File: config.mk
export PLATFORM = sky130hd
export DESIGN_NAME = multicycle_ctrl
export DESIGN_NICKNAME = d
export VERILOG_FILES = /design/src/rtl/rv_ctrl_pkg.sv /design/src/rtl/dm_mask_dec.sv /design/src/rtl/multicycle_ctrl.sv
export SDC_FILE = /design/constraint.sdc
export NUM_CORES = 1
export LEC_CHECK = 0
export BUFFER_PORTS_ARGS = -buffer_cell sky130_fd_sc_hd__buf_2
export CORE_MARGIN = 2
export CORE_UTILIZATION = 57
export CTS_CLUSTER_SIZE = 30
export DETAILED_ROUTE_END_ITERATION = 8
export PLACE_DENSITY = 0.85
export SYNTH_ARGS = -nofsm -noshare
export SYNTH_HDL_FRONTEND = slang
export SYNTH_SLANG_ARGS = --single-unit
File: constraint.sdc
create_clock -name clk -period 3.5 [get_ports clk]
set_clock_uncertainty 0.1 [all_clocks]
set_input_delay 0.35 -clock clk [delete_from_list [all_inputs] [get_ports clk]]
set_output_delay 0.35 -clock clk [all_outputs]
set_load 0.05 [all_outputs]
File: src/rtl/rv_ctrl_pkg.sv
// Shared encodings for the multi-cycle RV32I controller: opcode classes, FSM states
// and load/store width codes.
package rv_ctrl_pkg;

    localparam logic [4:0] OpcOp     = 5'b01100;
    localparam logic [4:0] OpcOpImm  = 5'b00100;
    localparam logic [4:0] OpcLoad   = 5'b00000;
    localparam logic [4:0] OpcStore  = 5'b01000;
    localparam logic [4:0] OpcBranch = 5'b11000;
    localparam logic [4:0] OpcLui    = 5'b01101;
    localparam logic [4:0] OpcAuipc  = 5'b00101;
    localparam logic [4:0] OpcJal    = 5'b11011;
    localparam logic [4:0] OpcJalr   = 5'b11001;

    typedef enum logic [2:0] {
        StIdle   = 3'd0,
        StFetch  = 3'd1,
        StDecode = 3'd2,
        StExec   = 3'd3,
        StMem    = 3'd4,
        StWb     = 3'd5,
        StTrap   = 3'd6
    } state_e;

    localparam logic [2:0] F3Byte  = 3'b000;
    localparam logic [2:0] F3Half  = 3'b001;
    localparam logic [2:0] F3Word  = 3'b010;
    localparam logic [2:0] F3ByteU = 3'b100;
    localparam logic [2:0] F3HalfU = 3'b101;

    function automatic logic opcode_known(input logic [4:0] opc);
        logic known;
        case (opc)
            OpcOp, OpcOpImm, OpcLoad, OpcStore, OpcBranch,
            OpcLui, OpcAuipc, OpcJal, OpcJalr: known = 1'b1;
            default:                           known = 1'b0;
        endcase
        return known;
    endfunction

endpackage

File: src/rtl/dm_mask_dec.sv
// Decodes load/store func3 into store byte enables and legality flags.
module dm_mask_dec
    import rv_ctrl_pkg::*;
(
    input  logic [2:0] func3,
    output logic [3:0] w_en,
    output logic       store_ok,
    output logic       load_ok
);

    always_comb begin
        w_en     = 4'b0000;
        store_ok = 1'b1;
        case (func3)
            F3Byte:  w_en = 4'b0001;
            F3Half:  w_en = 4'b0011;
            F3Word:  w_en = 4'b1111;
            default: store_ok = 1'b0;
        endcase
    end

    always_comb begin
        case (func3)
            F3Byte, F3Half, F3Word, F3ByteU, F3HalfU: load_ok = 1'b1;
            default:                                  load_ok = 1'b0;
        endcase
    end

endmodule

File: src/rtl/multicycle_ctrl.sv
// Multi-cycle FETCH/DECODE/EXEC/MEM/WB sequencer driving a shared memory port,
// with cycle and retired-instruction counters.
module multicycle_ctrl
    import rv_ctrl_pkg::*;
#(
    parameter int unsigned CNT_W = 32
) (
    input  logic             clk,
    input  logic             rst_n,
    input  logic [4:0]       opcode,
    input  logic [2:0]       func3,
    input  logic             b,
    input  logic             mem_ready,
    output logic             mem_req,
    output logic             mem_addr_sel,
    output logic             mem_we,
    output logic [3:0]       dm_w_en,
    output logic             ir_we,
    output logic             pc_we,
    output logic             next_pc_sel,
    output logic             jb_op1_sel,
    output logic             alu_op1_sel,
    output logic             alu_op2_sel,
    output logic             wb_en,
    output logic             wb_sel,
    output logic             instr_done,
    output logic             trap,
    output logic [2:0]       state,
    output logic [CNT_W-1:0] cycle_cnt,
    output logic [CNT_W-1:0] instret_cnt
);

    state_e           state_q;
    logic [CNT_W-1:0] cycle_cnt_q;
    logic [CNT_W-1:0] instret_cnt_q;

    logic is_load, is_store, is_branch, is_jal, is_jalr;
    logic sel_op1, sel_op2, sel_jb;
    logic store_ok, load_ok, legal;
    logic [3:0] store_mask;

    assign is_load   = (opcode == OpcLoad);
    assign is_store  = (opcode == OpcStore);
    assign is_branch = (opcode == OpcBranch);
    assign is_jal    = (opcode == OpcJal);
    assign is_jalr   = (opcode == OpcJalr);

    assign sel_op1 = (opcode == OpcAuipc) | is_jal | is_jalr;
    assign sel_op2 = (opcode == OpcOpImm) | is_load | is_store | (opcode == OpcLui)
                   | (opcode == OpcAuipc);
    assign sel_jb  = is_jal | is_branch;

    dm_mask_dec u_dm_mask_dec (
        .func3    (func3),
        .w_en     (store_mask),
        .store_ok (store_ok),
        .load_ok  (load_ok)
    );

    assign legal = opcode_known(opcode) && !(is_load && !load_ok) && !(is_store && !store_ok);

    always_ff @(posedge clk or negedge rst_n) begin
        if (!rst_n) begin
            state_q <= StIdle;
        end else begin
            case (state_q)
                StIdle:   state_q <= StFetch;
                StFetch:  if (mem_ready) state_q <= StDecode;
                StDecode: state_q <= legal ? StExec : StTrap;
                StExec: begin
                    if (is_branch)                 state_q <= StFetch;
                    else if (is_load || is_store)  state_q <= StMem;
                    else                           state_q <= StWb;
                end
                StMem:    if (mem_ready) state_q <= is_store ? StFetch : StWb;
                StWb:     state_q <= StFetch;
                StTrap:   state_q <= StTrap;
                default:  state_q <= StIdle;
            endcase
        end
    end

    // Moore decode; only the ready-qualified pulses look at mem_ready.
    always_comb begin
        mem_req      = 1'b0;
        mem_addr_sel = 1'b0;
        mem_we       = 1'b0;
        dm_w_en      = 4'b0000;
        ir_we        = 1'b0;
        pc_we        = 1'b0;
        next_pc_sel  = 1'b0;
        jb_op1_sel   = 1'b0;
        alu_op1_sel  = 1'b0;
        alu_op2_sel  = 1'b0;
        wb_en        = 1'b0;
        wb_sel       = 1'b0;
        instr_done   = 1'b0;
        trap         = 1'b0;
        case (state_q)
            StFetch: begin
                mem_req = 1'b1;
                ir_we   = mem_ready;
            end
            StExec: begin
                alu_op1_sel = sel_op1;
                alu_op2_sel = sel_op2;
                jb_op1_sel  = sel_jb;
                if (is_branch) begin
                    pc_we       = 1'b1;
                    next_pc_sel = !b;
                    instr_done  = 1'b1;
                end
            end
            StMem: begin
                mem_req      = 1'b1;
                mem_addr_sel = 1'b1;
                alu_op1_sel  = sel_op1;
                alu_op2_sel  = sel_op2;
                if (is_store) begin
                    mem_we  = 1'b1;
                    dm_w_en = store_mask;
                    if (mem_ready) begin
                        pc_we       = 1'b1;
                        next_pc_sel = 1'b1;
                        instr_done  = 1'b1;
                    end
                end
            end
            StWb: begin
                wb_en       = 1'b1;
                wb_sel      = is_load;
                pc_we       = 1'b1;
                next_pc_sel = !(is_jal || is_jalr);
                instr_done  = 1'b1;
            end
            StTrap:  trap = 1'b1;
            default: ;
        endcase
    end

    always_ff @(posedge clk or negedge rst_n) begin
        if (!rst_n) begin
            cycle_cnt_q   <= '0;
            instret_cnt_q <= '0;
        end else begin
            if (state_q != StIdle) cycle_cnt_q <= cycle_cnt_q + CNT_W'(1);
            if (instr_done)        instret_cnt_q <= instret_cnt_q + CNT_W'(1);
        end
    end

    assign state       = state_q;
    assign cycle_cnt   = cycle_cnt_q;
    assign instret_cnt = instret_cnt_q;

endmodule

==> out/results.md, run 1 <==
Worst setup path
• 3050 ps — CP required
• register to output port — Crit Path Class
• instr_done — capture point of the critical path
• 2560 ps — worst path arrival time
• 920 ps — R2R setup slack
• output port — crit end category
• sky130_fd_sc_hd__o31a_1 — slowest library cell on the worst path
• state[1] — origin of the worst setup path
• 5 — FF-to-FF path depth
• 20 — Worst Path Max Fanout
• register — Startpoint Class
• instret_cnt[9] — capture point of the worst reg-to-reg path
• state[0] — start of the worst register-to-register path
• 820 ps — maximum single-stage delay on the critical path
• nand3b_1 > o31a_1 > nand2_1 > buf_2 — sequence of cells on the critical path

STA
• 332 MHz — Peak Freq
• 0 ps — Setup TNS
• 0 — Setup-failing EPs final
• 980 ps — Least-Margin Pin Slew
• 0 — final slew viol count
• 3010 ps — minimum clock period
• 34.6% — worst slew margin relative to its limit
• false — RSZ-0062 raised after global routing
• 86.0% — share of the cycle needed by the critical path after routing
• 0 — number of failing hold endpoints at the final stage

Route
• 4000 µm — routed wl met2
• 0 — Post-route DRC
• 374 µm — met3 wire length
• 5.82 — via-per-instance ratio
• 4 — first-pass iteration count of the detailed router
• 8150 µm — wirelength, routed
• 15.5 µm — routed len/inst
• 0 — final antenna-violating net count
• met4 — top routing layer used
• 3700 µm — length of routed wiring on met1
• 3053 — total number of vias
• 161 — first-iteration detailed-routing DRC count

Place
• 0.902 — final weighted congestion in routability-driven placement
• 509 — number of instances in the placed design
• 95 — I/O Buffers
• 5850 µm — placed wire-length estimate

Logic synthesis
• sky130_fd_sc_hd__dfrtp_1 — cell type contributing the most total cell area after synthesis
• 45.3% — share of the synthesized area in the top cell type
• 349 — Gate Count Post-Synth
• 10.6 µm² — average cell area after synthesis
• 15.4% — area share of xor/xnor cells in the synthesized design
• sky130_fd_sc_hd__dfrtp_1 — top flip-flop cell by instance count after synthesis
• 45.3% — fraction of the yosys area taken by sequential cells
• 46 — Distinct cells, synth
• 3700 µm² — summed instance area of the synthesized netlist
• 363 — net count of the mapped netlist
• 100% — share of flip-flops with an asynchronous set or reset after synthesis
• sky130_fd_sc_hd__dfrtp_1 45%, sky130_fd_sc_hd__xor2_1 9.9%, sky130_fd_sc_hd__a2111oi_2 5.7% — main area contributors after synthesis
• 67 — Yosys reg bits
• 13.6% — compound-gate portion of the synthesized area
• 0 — synth warn
• 0.608% — multiplexer share of the synthesized area
• 0 — Post-synth EDFFs
• simple AND/OR/NAND/NOR gates — combinational family with the most area after synthesis
• 0.675% — adder and majority gate portion of the synthesized area
• 20.3% — fraction of the mapped netlist area in simple logic gates

Job
• 0 — Max-Cap Viols

Clock network
• sky130_fd_sc_hd__clkbuf_8 — CTS Root Buffer Type
• 67 — number of clock sinks seen by CTS
• done — CTS tree
• 3 — H-tree levels
• 0 — post-CTS setup buffer count
• 0 — hold-fix buffer count after cts
• 0 — Gates resized, CTS repair
• 350 ps — clock latency on the worst-skew pair
• 80 ps — clock-pin slew on the worst setup and hold paths
• 2 — maximum clock insertion buffer count
• 9 — number of CTS-inserted buffers

Global routing
• 23.4% — Total GRT Usage
• 0 — grt ovf
• 0 — number of antenna violations at the first check in global routing
• 13600 µm — global-route wire length before repair
• 41 — largest net degree at the start of global routing
• 2838 — vias in the first global route

Finish
• sky130_fd_sc_hd__buf_2 — most common library cell in the layout ignoring fill and taps
• 525 — final std cells w/o fill
• 95 x sky130_fd_sc_hd__buf_2, 67 x sky130_fd_sc_hd__dfrtp_1, 42 x sky130_fd_sc_hd__xor2_1 — commonest cells after routing, fill and taps aside
• 0 — Antenna diodes
• 457 — Layout Nets
• 1680 µm² — flip-flop and latch area
• 494 — fillcell total
• 20.6% — P&R area growth vs syn
• 31.9% — layout cells sized above 1
• 1900 µm² — area used by multi-input combinational logic

Floorplan
• 96 — io pins
• 29 — Row Count
• 6310 µm² — CORE AREA
• 84.6 µm — width of the die
• 7160 µm² — floorplan die area
• 58.7% — Initial Util
• 84.6 µm — Die H

Power and ir drop
• 1.94 nW — Leak Pwr
• 611 nW/µm² — P per Cell Area
• 0.651 mV — VDD IR-drop max

Min path
• input port to asynchronous set/reset pin — class of the tightest hold or removal check

Run status
• finished clean — run status

==> metal layers <==
metal	global-route usage, %	up-vias
met2	38.3	82
met1	30.7	1501
met4	6.78	0
li1	-	1462
met3	6.29	8
met5	0	-
==> Yosys cell counts, types with 3 or more instances <==
cell                        instances
sky130_fd_sc_hd__o21ai_0            3
sky130_fd_sc_hd__and3_1             8
sky130_fd_sc_hd__xor2_1            42
sky130_fd_sc_hd__a21oi_1            7
sky130_fd_sc_hd__nand4_1           12
sky130_fd_sc_hd__buf_6              3
sky130_fd_sc_hd__inv_1             12
sky130_fd_sc_hd__nor3_1             4
sky130_fd_sc_hd__clkbuf_1           7
sky130_fd_sc_hd__nand2_1           30
sky130_fd_sc_hd__nor2_1            14
sky130_fd_sc_hd__xnor2_1           23
sky130_fd_sc_hd__and2_1             6
sky130_fd_sc_hd__nor4b_1            3
sky130_fd_sc_hd__a2111oi_0          4
sky130_fd_sc_hd__o31ai_1            3
sky130_fd_sc_hd__nor4_1            12
sky130_fd_sc_hd__and4_1             8
sky130_fd_sc_hd__a211oi_1           3
sky130_fd_sc_hd__nand3b_1           3
sky130_fd_sc_hd__buf_2              5
sky130_fd_sc_hd__nand3_1           18
sky130_fd_sc_hd__dfrtp_1           67
sky130_fd_sc_hd__o211ai_1           5
sky130_fd_sc_hd__o2111ai_1          3
sky130_fd_sc_hd__a2111oi_2         14
==> stage by stage <==
step / total power [mW] / utilization (%) / hold WS (ps) / instance area (µm²) / setup slack [ps]
floorplan: 1.80 / - / -45.6 / 3730 / 126
finish: 2.73 / 70.8 / 9.15 / 4470 / 490
CTS: 2.75 / 70.8 / 30.2 / 4470 / 486
detailed placement: 2.03 / 67.2 / 363 / 4240 / 695
global route: 2.86 / 70.8 / 50.9 / 4470 / 317
global placement: 2.00 / 67.2 / 350 / 4240 / 791
==> worst min-delay path by stage <==
stage                   from            end  slack [ps]  depth (start not counted)
6_report               rst_n  cycle_cnt[16]           9                          1
5_1_grt                rst_n  cycle_cnt[16]          50                          1
4_1_cts                rst_n  cycle_cnt[16]          30                          1
3_5_place_dp   cycle_cnt[31]  cycle_cnt[31]         360                          1
3_3_place_gp   cycle_cnt[31]  cycle_cnt[31]         350                          1
2_1_floorplan          rst_n   cycle_cnt[0]         -50                          0
==> kinds of logic (layout without fill, tap and decap cells) <==
kind of cell | after synthesis | count (layout)
AO/OA/AOI/OAI | 49 | 49
XOR/XNOR | 65 | 65
adder cells (fa/ha/maj) | 2 | 2
buffers and inverters | 31 | 130
flip-flops | 67 | 67
multiplexers | 2 | 2
AND/OR/NAND/NOR | 133 | 133
==> final cells by class <==
cell class	count	share of cell area [%]
Timing Repair Buffer	102	11.8
Sequential cell	67	37.5
Clock buffer	9	2.77
Tap cell	77	2.16
Inverter	12	1.01
Clock inverter	7	2.27
Multi-Input combinational cell	251	42.5
==> critical path, delay by kind of cell (launching register included) <==
family / cells / cell delay, ps
flops: 1 / 560
compound gates: 1 / 820
simple gates: 2 / 540
buf+inv: 1 / 290
==> power by group <==
part           internal (mW)  switching, mW  leakage (nW)
sequential             0.859          0.151         0.798
combinational          0.261          0.742          1.03
clock                  0.407          0.311         0.111
==> registers in the layout, summed over array words and instances (netlist names) <==
| signal | cells |
|---|---|
| state | 3 |
| instret_cnt | 32 |
| cycle_cnt | 32 |
(Power assumes the default switching activity.)
==> run 2, diff against run 1 <==
Settings changed: CORE_UTILIZATION 57 to 42, PLACE_DENSITY 0.85 to 0.66.
==> out/results.md, run 2 (synthesized netlist as in run 1, its figures left out) <==
Worst setup path
• 16 — Worst Path Max Fanout, -20%
• or3b_2 > nor3_4 > nand2b_1 > nor3b_4 > buf_2 — sequence of cells on the critical path
• register — Startpoint Class
• sky130_fd_sc_hd__dfrtp_1 — slowest library cell on the worst path
• output port — crit end category
• 3050 ps — CP required, about the same
• 620 ps — maximum single-stage delay on the critical path, -200 ps
• 2360 ps — worst path arrival time, -200 ps
• register to output port — Crit Path Class

Finish
• 95 x sky130_fd_sc_hd__buf_2, 67 x sky130_fd_sc_hd__dfrtp_1, 42 x sky130_fd_sc_hd__xor2_1 — commonest cells after routing, fill and taps aside
• 0 — Antenna diodes, unchanged
• 19.8% — P&R area growth vs syn
• 456 — Layout Nets, -0.22%
• 819 — fillcell total, +66%
• 4440 µm² — final instance area, -0.73%
• 554 — final std cells w/o fill, +5.5%
• 31.2% — layout cells sized above 1, -0.75 points
• sky130_fd_sc_hd__buf_2 — most common library cell in the layout ignoring fill and taps

Clock network
• 2 — maximum clock insertion buffer count, unchanged
• 3 — H-tree levels, unchanged
• 0 — post-CTS setup buffer count, unchanged
• 67 — number of clock sinks seen by CTS, unchanged
• 9 — number of CTS-inserted buffers, unchanged
• sky130_fd_sc_hd__clkbuf_8 — CTS Root Buffer Type
• 340 ps — clock latency on the worst-skew pair, about the same
• 0 — Gates resized, CTS repair, unchanged
• done — CTS tree
• 70 ps — clock-pin slew on the worst setup and hold paths, about the same

Power and ir drop
• 0.423 mV — VDD IR-drop max, -35%
• 575 nW/µm² — P per Cell Area, -5.9%
• 1.90 nW — Leak Pwr, -1.8%

STA
• 822 ps — Least-Margin Pin Slew, -159 ps
• 80.3% — share of the cycle needed by the critical path after routing, -5.7 points
• false — RSZ-0062 raised after global routing
• 2810 ps — minimum clock period, -200 ps
• 44.8% — worst slew margin relative to its limit, +10 points
• 356 MHz — Peak Freq, +7.1%
• 0 — number of failing hold endpoints at the final stage, unchanged
• 0 — final slew viol count, unchanged
• 0 ps — Setup TNS, unchanged
• 0 — Setup-failing EPs final, unchanged

Global routing
• 14100 µm — global-route wire length before repair, +4.1%
• 2846 — vias in the first global route, +0.28%
• 0 — number of antenna violations at the first check in global routing, unchanged
• 37 — largest net degree at the start of global routing, -9.8%
• 0 — grt ovf, unchanged
• 17.8% — Total GRT Usage, -5.6 points

Route
• 5.40 — via-per-instance ratio, -7.1%
• 8320 µm — wirelength, routed, +2.1%
• 3900 µm — length of routed wiring on met1, +5.3%
• 3840 µm — routed wl met2, -4.0%
• 185 — first-iteration detailed-routing DRC count, +15%
• 2992 — total number of vias, -2.0%
• met4 — top routing layer used
• 0 — final antenna-violating net count, unchanged
• 0 — Post-route DRC, unchanged
• 4 — first-pass iteration count of the detailed router, unchanged
• 15.0 µm — routed len/inst, -3.2%
• 451 µm — met3 wire length, +21%

Place
• 95 — I/O Buffers, unchanged
• 4270 µm² — post-detailed-placement cell area, +0.56%
• 538 — number of instances in the placed design, +5.7%
• 5930 µm — placed wire-length estimate, +1.3%
• 0.775 — final weighted congestion in routability-driven placement, -14%

Floorplan
• 42.9% — Initial Util, -16 points
• 97.9 µm — Die H, +16%
• 9590 µm² — floorplan die area, +34%
• 34 — Row Count, +17%
• 97.9 µm — width of the die, +16%
• 8640 µm² — CORE AREA, +37%
• 96 — io pins, unchanged

Min path
• register to register — class of the tightest hold or removal check

Job
• 0 — Max-Cap Viols, unchanged

Run status
• finished clean — run status

==> run 2: final cells by class <==
cell class	count	area (µm²)	area share, %
multi-input combinational	251	1900	42.8
clock inverter	5	31.3	0.705
sequential	67	1680	37.8
timing repair buffer	101	523	11.8
inverter	12	45.0	1.02
clock buffer	10	128	2.88
tap	108	135	3.05
==> run 2: worst paths after layout <==
path,slack [ps],end,depth (start not counted),from
max in group asynchronous,1850,instret_cnt[11],3,rst_n
max,690,dm_w_en[2],5,state[2]
min in group asynchronous,490,cycle_cnt[6],2,rst_n
max reg2reg,1200,instret_cnt[26],5,state[0]
min reg2reg,370,instret_cnt[31],1,instret_cnt[31]
min,370,instret_cnt[31],1,instret_cnt[31]
==> run 2: power breakdown <==
part | switching [mW] | internal [mW] | leakage, nW | total, mW
logic | 0.741 | 0.259 | 1.02 | 1.00
registers | 0.151 | 0.859 | 0.798 | 1.01
clock network | 0.292 | 0.251 | 0.0819 | 0.542
==> run 2: per-stage QoR <==
step / setup slack [ps] / util [%] / hold slack (ps) / power (mW)
after global placement: 973 / 49.4 / 353 / 2.01
after detailed placement: 947 / 49.4 / 358 / 2.03
after global routing: 548 / 51.4 / 393 / 2.68
after CTS: 663 / 51.4 / 370 / 2.58
final: 690 / 51.4 / 369 / 2.55
after floorplan: 126 / - / -45.6 / 1.80
==> run 2: timing repair <==
| item | CTS | global route |
|---|---|---|
| setup endpoints to repair | 0 | 0 |
| endpoints found under the hold margin | 31 | 0 |
| hold buffers | 1 | 0 |
==> run 2: layer usage <==
layer / vias up / track usage, %
met3: 13 / 4.29
met5: - / 0
met4: 0 / 5.98
li1: 1460 / -
met1: 1431 / 24.9
met2: 88 / 27.2
==> run 2: critical path: cells and delay by family (launching register included) <==
kind	cells	cell delay, ps
DFF	1	620
and+or+nand+nor	4	1120
buffers and inverters	1	290
==> run 3, diff against run 2 <==
Clock period 3.5 ns to 2.73 ns, I/O delays scaled along.
==> out/results.md, run 3 (synthesized netlist as in run 1, its figures left out) <==
Global routing
• 28.7% — global routing met2 resource utilization, +1.5 points
• 2910 — vias in the first global route, +2.2%
• 17.5% — Total GRT Usage, -0.27 points
• 0 — number of antenna violations at the first check in global routing, unchanged
• 23.0% — met1 track demand over resource in global routing, -1.9 points
• met2 — GRT Max-Usage Layer
• 37 — largest net degree at the start of global routing, unchanged
• 0 — grt ovf, unchanged
• 14000 µm — global-route wire length before repair, -1.2%
• 4.44% — met3 usage, +0.14 points

STA
• 2480 ps — minimum clock period
• 802 ps — Least-Margin Pin Slew, -19.9 ps
• 0 — Setup-failing EPs final, unchanged
• 403 MHz — Peak Freq
• 46.6% — worst slew margin relative to its limit, +1.8 points
• 0 — final slew viol count, unchanged
• 90.8% — share of the cycle needed by the critical path after routing
• false — RSZ-0062 raised after global routing
• 0 — number of failing hold endpoints at the final stage, unchanged

Floorplan
• 34 — Row Count, unchanged
• 97.9 µm — width of the die, unchanged
• 9590 µm² — floorplan die area, unchanged
• 42.9% — Initial Util, unchanged
• 97.9 µm — Die H, unchanged
• 96 — io pins, unchanged
• 8640 µm² — CORE AREA, unchanged

Route
• 8240 µm — wirelength, routed, -1.0%
• 2985 — total number of vias, -0.23%
• 14.8 µm — routed len/inst, -1.4%
• 5.37 — via-per-instance ratio, -0.59%
• 4 — first-pass iteration count of the detailed router, unchanged
• 116 — first-iteration detailed-routing DRC count, -37%
• 0 — final antenna-violating net count, unchanged
• 0 — Post-route DRC, unchanged

Finish
• 781 — fillcell total, -4.6%
• 556 — final std cells w/o fill, +0.36%
• 95 x sky130_fd_sc_hd__buf_2, 64 x sky130_fd_sc_hd__dfrtp_1, 42 x sky130_fd_sc_hd__xor2_1 — commonest cells after routing, fill and taps aside
• 0 — Antenna diodes, unchanged
• 457 — Layout Nets, +0.22%
• sky130_fd_sc_hd__buf_2 — most common library cell in the layout ignoring fill and taps
• 22.3% — P&R area growth vs syn
• 32.1% — layout cells sized above 1, +0.98 points

Clock network
• 2 — maximum clock insertion buffer count, unchanged
• 67 — number of clock sinks seen by CTS, unchanged
• 340 ps — clock latency on the worst-skew pair, about the same
• 1 — hold-fix buffer count after cts, unchanged
• 0 — post-CTS setup buffer count, unchanged
• sky130_fd_sc_hd__clkbuf_8 — CTS Root Buffer Type
• 3 — H-tree levels, unchanged
• 0 — Gates resized, CTS repair, unchanged
• 60 ps — clock-pin slew on the worst setup and hold paths, about the same
• 9 — number of CTS-inserted buffers, unchanged
• done — CTS tree

Worst setup path
• register — Startpoint Class
• 2360 ps — CP required, -690 ps
• output port — crit end category
• cycle_cnt[0] — start of the worst register-to-register path
• 2110 ps — worst path arrival time, -250 ps
• state[2] — origin of the worst setup path
• register to output port — Crit Path Class
• 16 — Worst Path Max Fanout, unchanged

Job
• 0 — Max-Cap Viols, unchanged

Place
• 95 — I/O Buffers, unchanged
• 0.810 — final weighted congestion in routability-driven placement, +4.6%
• 5920 µm — placed wire-length estimate, -0.13%
• 539 — number of instances in the placed design, +0.19%

Min path
• input port to register — class of the tightest hold or removal check
• mem_ready — source of the worst hold timing path

Power and ir drop
• 3.52 mW — post-route total power, +38%
• 1.94 nW — Leak Pwr, +2.0%
• 0.625 mV — VDD IR-drop max, +48%
• 778 nW/µm² — P per Cell Area, +35%

Run status
• finished clean — run status

## run 3: changes by cell type in the layout (fill, tap and decap cells not counted), sizes merged
cell	delta
buf	+1
bufinv	+2
clkbuf	+2
clkinv	-3
## run 3: layer usage
layer	wire length, µm	vias to the layer above
met3	464	13
li1	-	1457
met4	122	0
met1	3790	1423
met2	3850	92
met5	0	-
## run 3: final timing paths
kind                                    to  slack (ps)  cells past startpoint
max reg2reg                  cycle_cnt[22]         560                      5
min reg2reg                  cycle_cnt[31]         360                      1
min in group asynchronous     cycle_cnt[4]         460                      2
min                               state[2]         330                      3
max                             dm_w_en[2]         250                      5
max in group asynchronous  instret_cnt[26]        1410                      3
## run 3: final cells by class
| type | instances | area, µm² | area share [%] |
|---|---|---|---|
| Multi-Input combinational cell | 251 | 1900 | 41.9 |
| Clock inverter | 4 | 72.6 | 1.60 |
| Timing Repair Buffer | 102 | 543 | 12.0 |
| Tap cell | 108 | 135 | 2.98 |
| Clock buffer | 12 | 155 | 3.42 |
| Sequential cell | 67 | 1680 | 37.1 |
| Inverter | 12 | 45.0 | 0.994 |
## run 3: where the power goes
part           internal, mW  switching (mW)
logic                 0.343           0.948
clock network         0.563           0.369
registers              1.11           0.195
## run 3: through the flow
stage | hold WS, ps | cell area (µm²) | util, % | TNS, ps | setup slack, ps
6_report | 326 | 4530 | 52.5 | 0 | 250
4_1_cts | 306 | 4530 | 52.5 | 0 | 230
2_1_floorplan | -123 | 3750 | - | -981 | -243
5_1_grt | 317 | 4530 | 52.5 | 0 | 87.6
3_3_place_gp | 318 | 4290 | 49.7 | 0 | 296
3_5_place_dp | 319 | 4290 | 49.7 | 0 | 232
## run 3: critical path, cell delays in order (launching register included)
cell,delay (ps)
sky130_fd_sc_hd__dfrtp_2,510
sky130_fd_sc_hd__or3b_4,450
sky130_fd_sc_hd__nor3_4,170
sky130_fd_sc_hd__nand2b_1,150
sky130_fd_sc_hd__nor3b_4,210
sky130_fd_sc_hd__buf_2,280
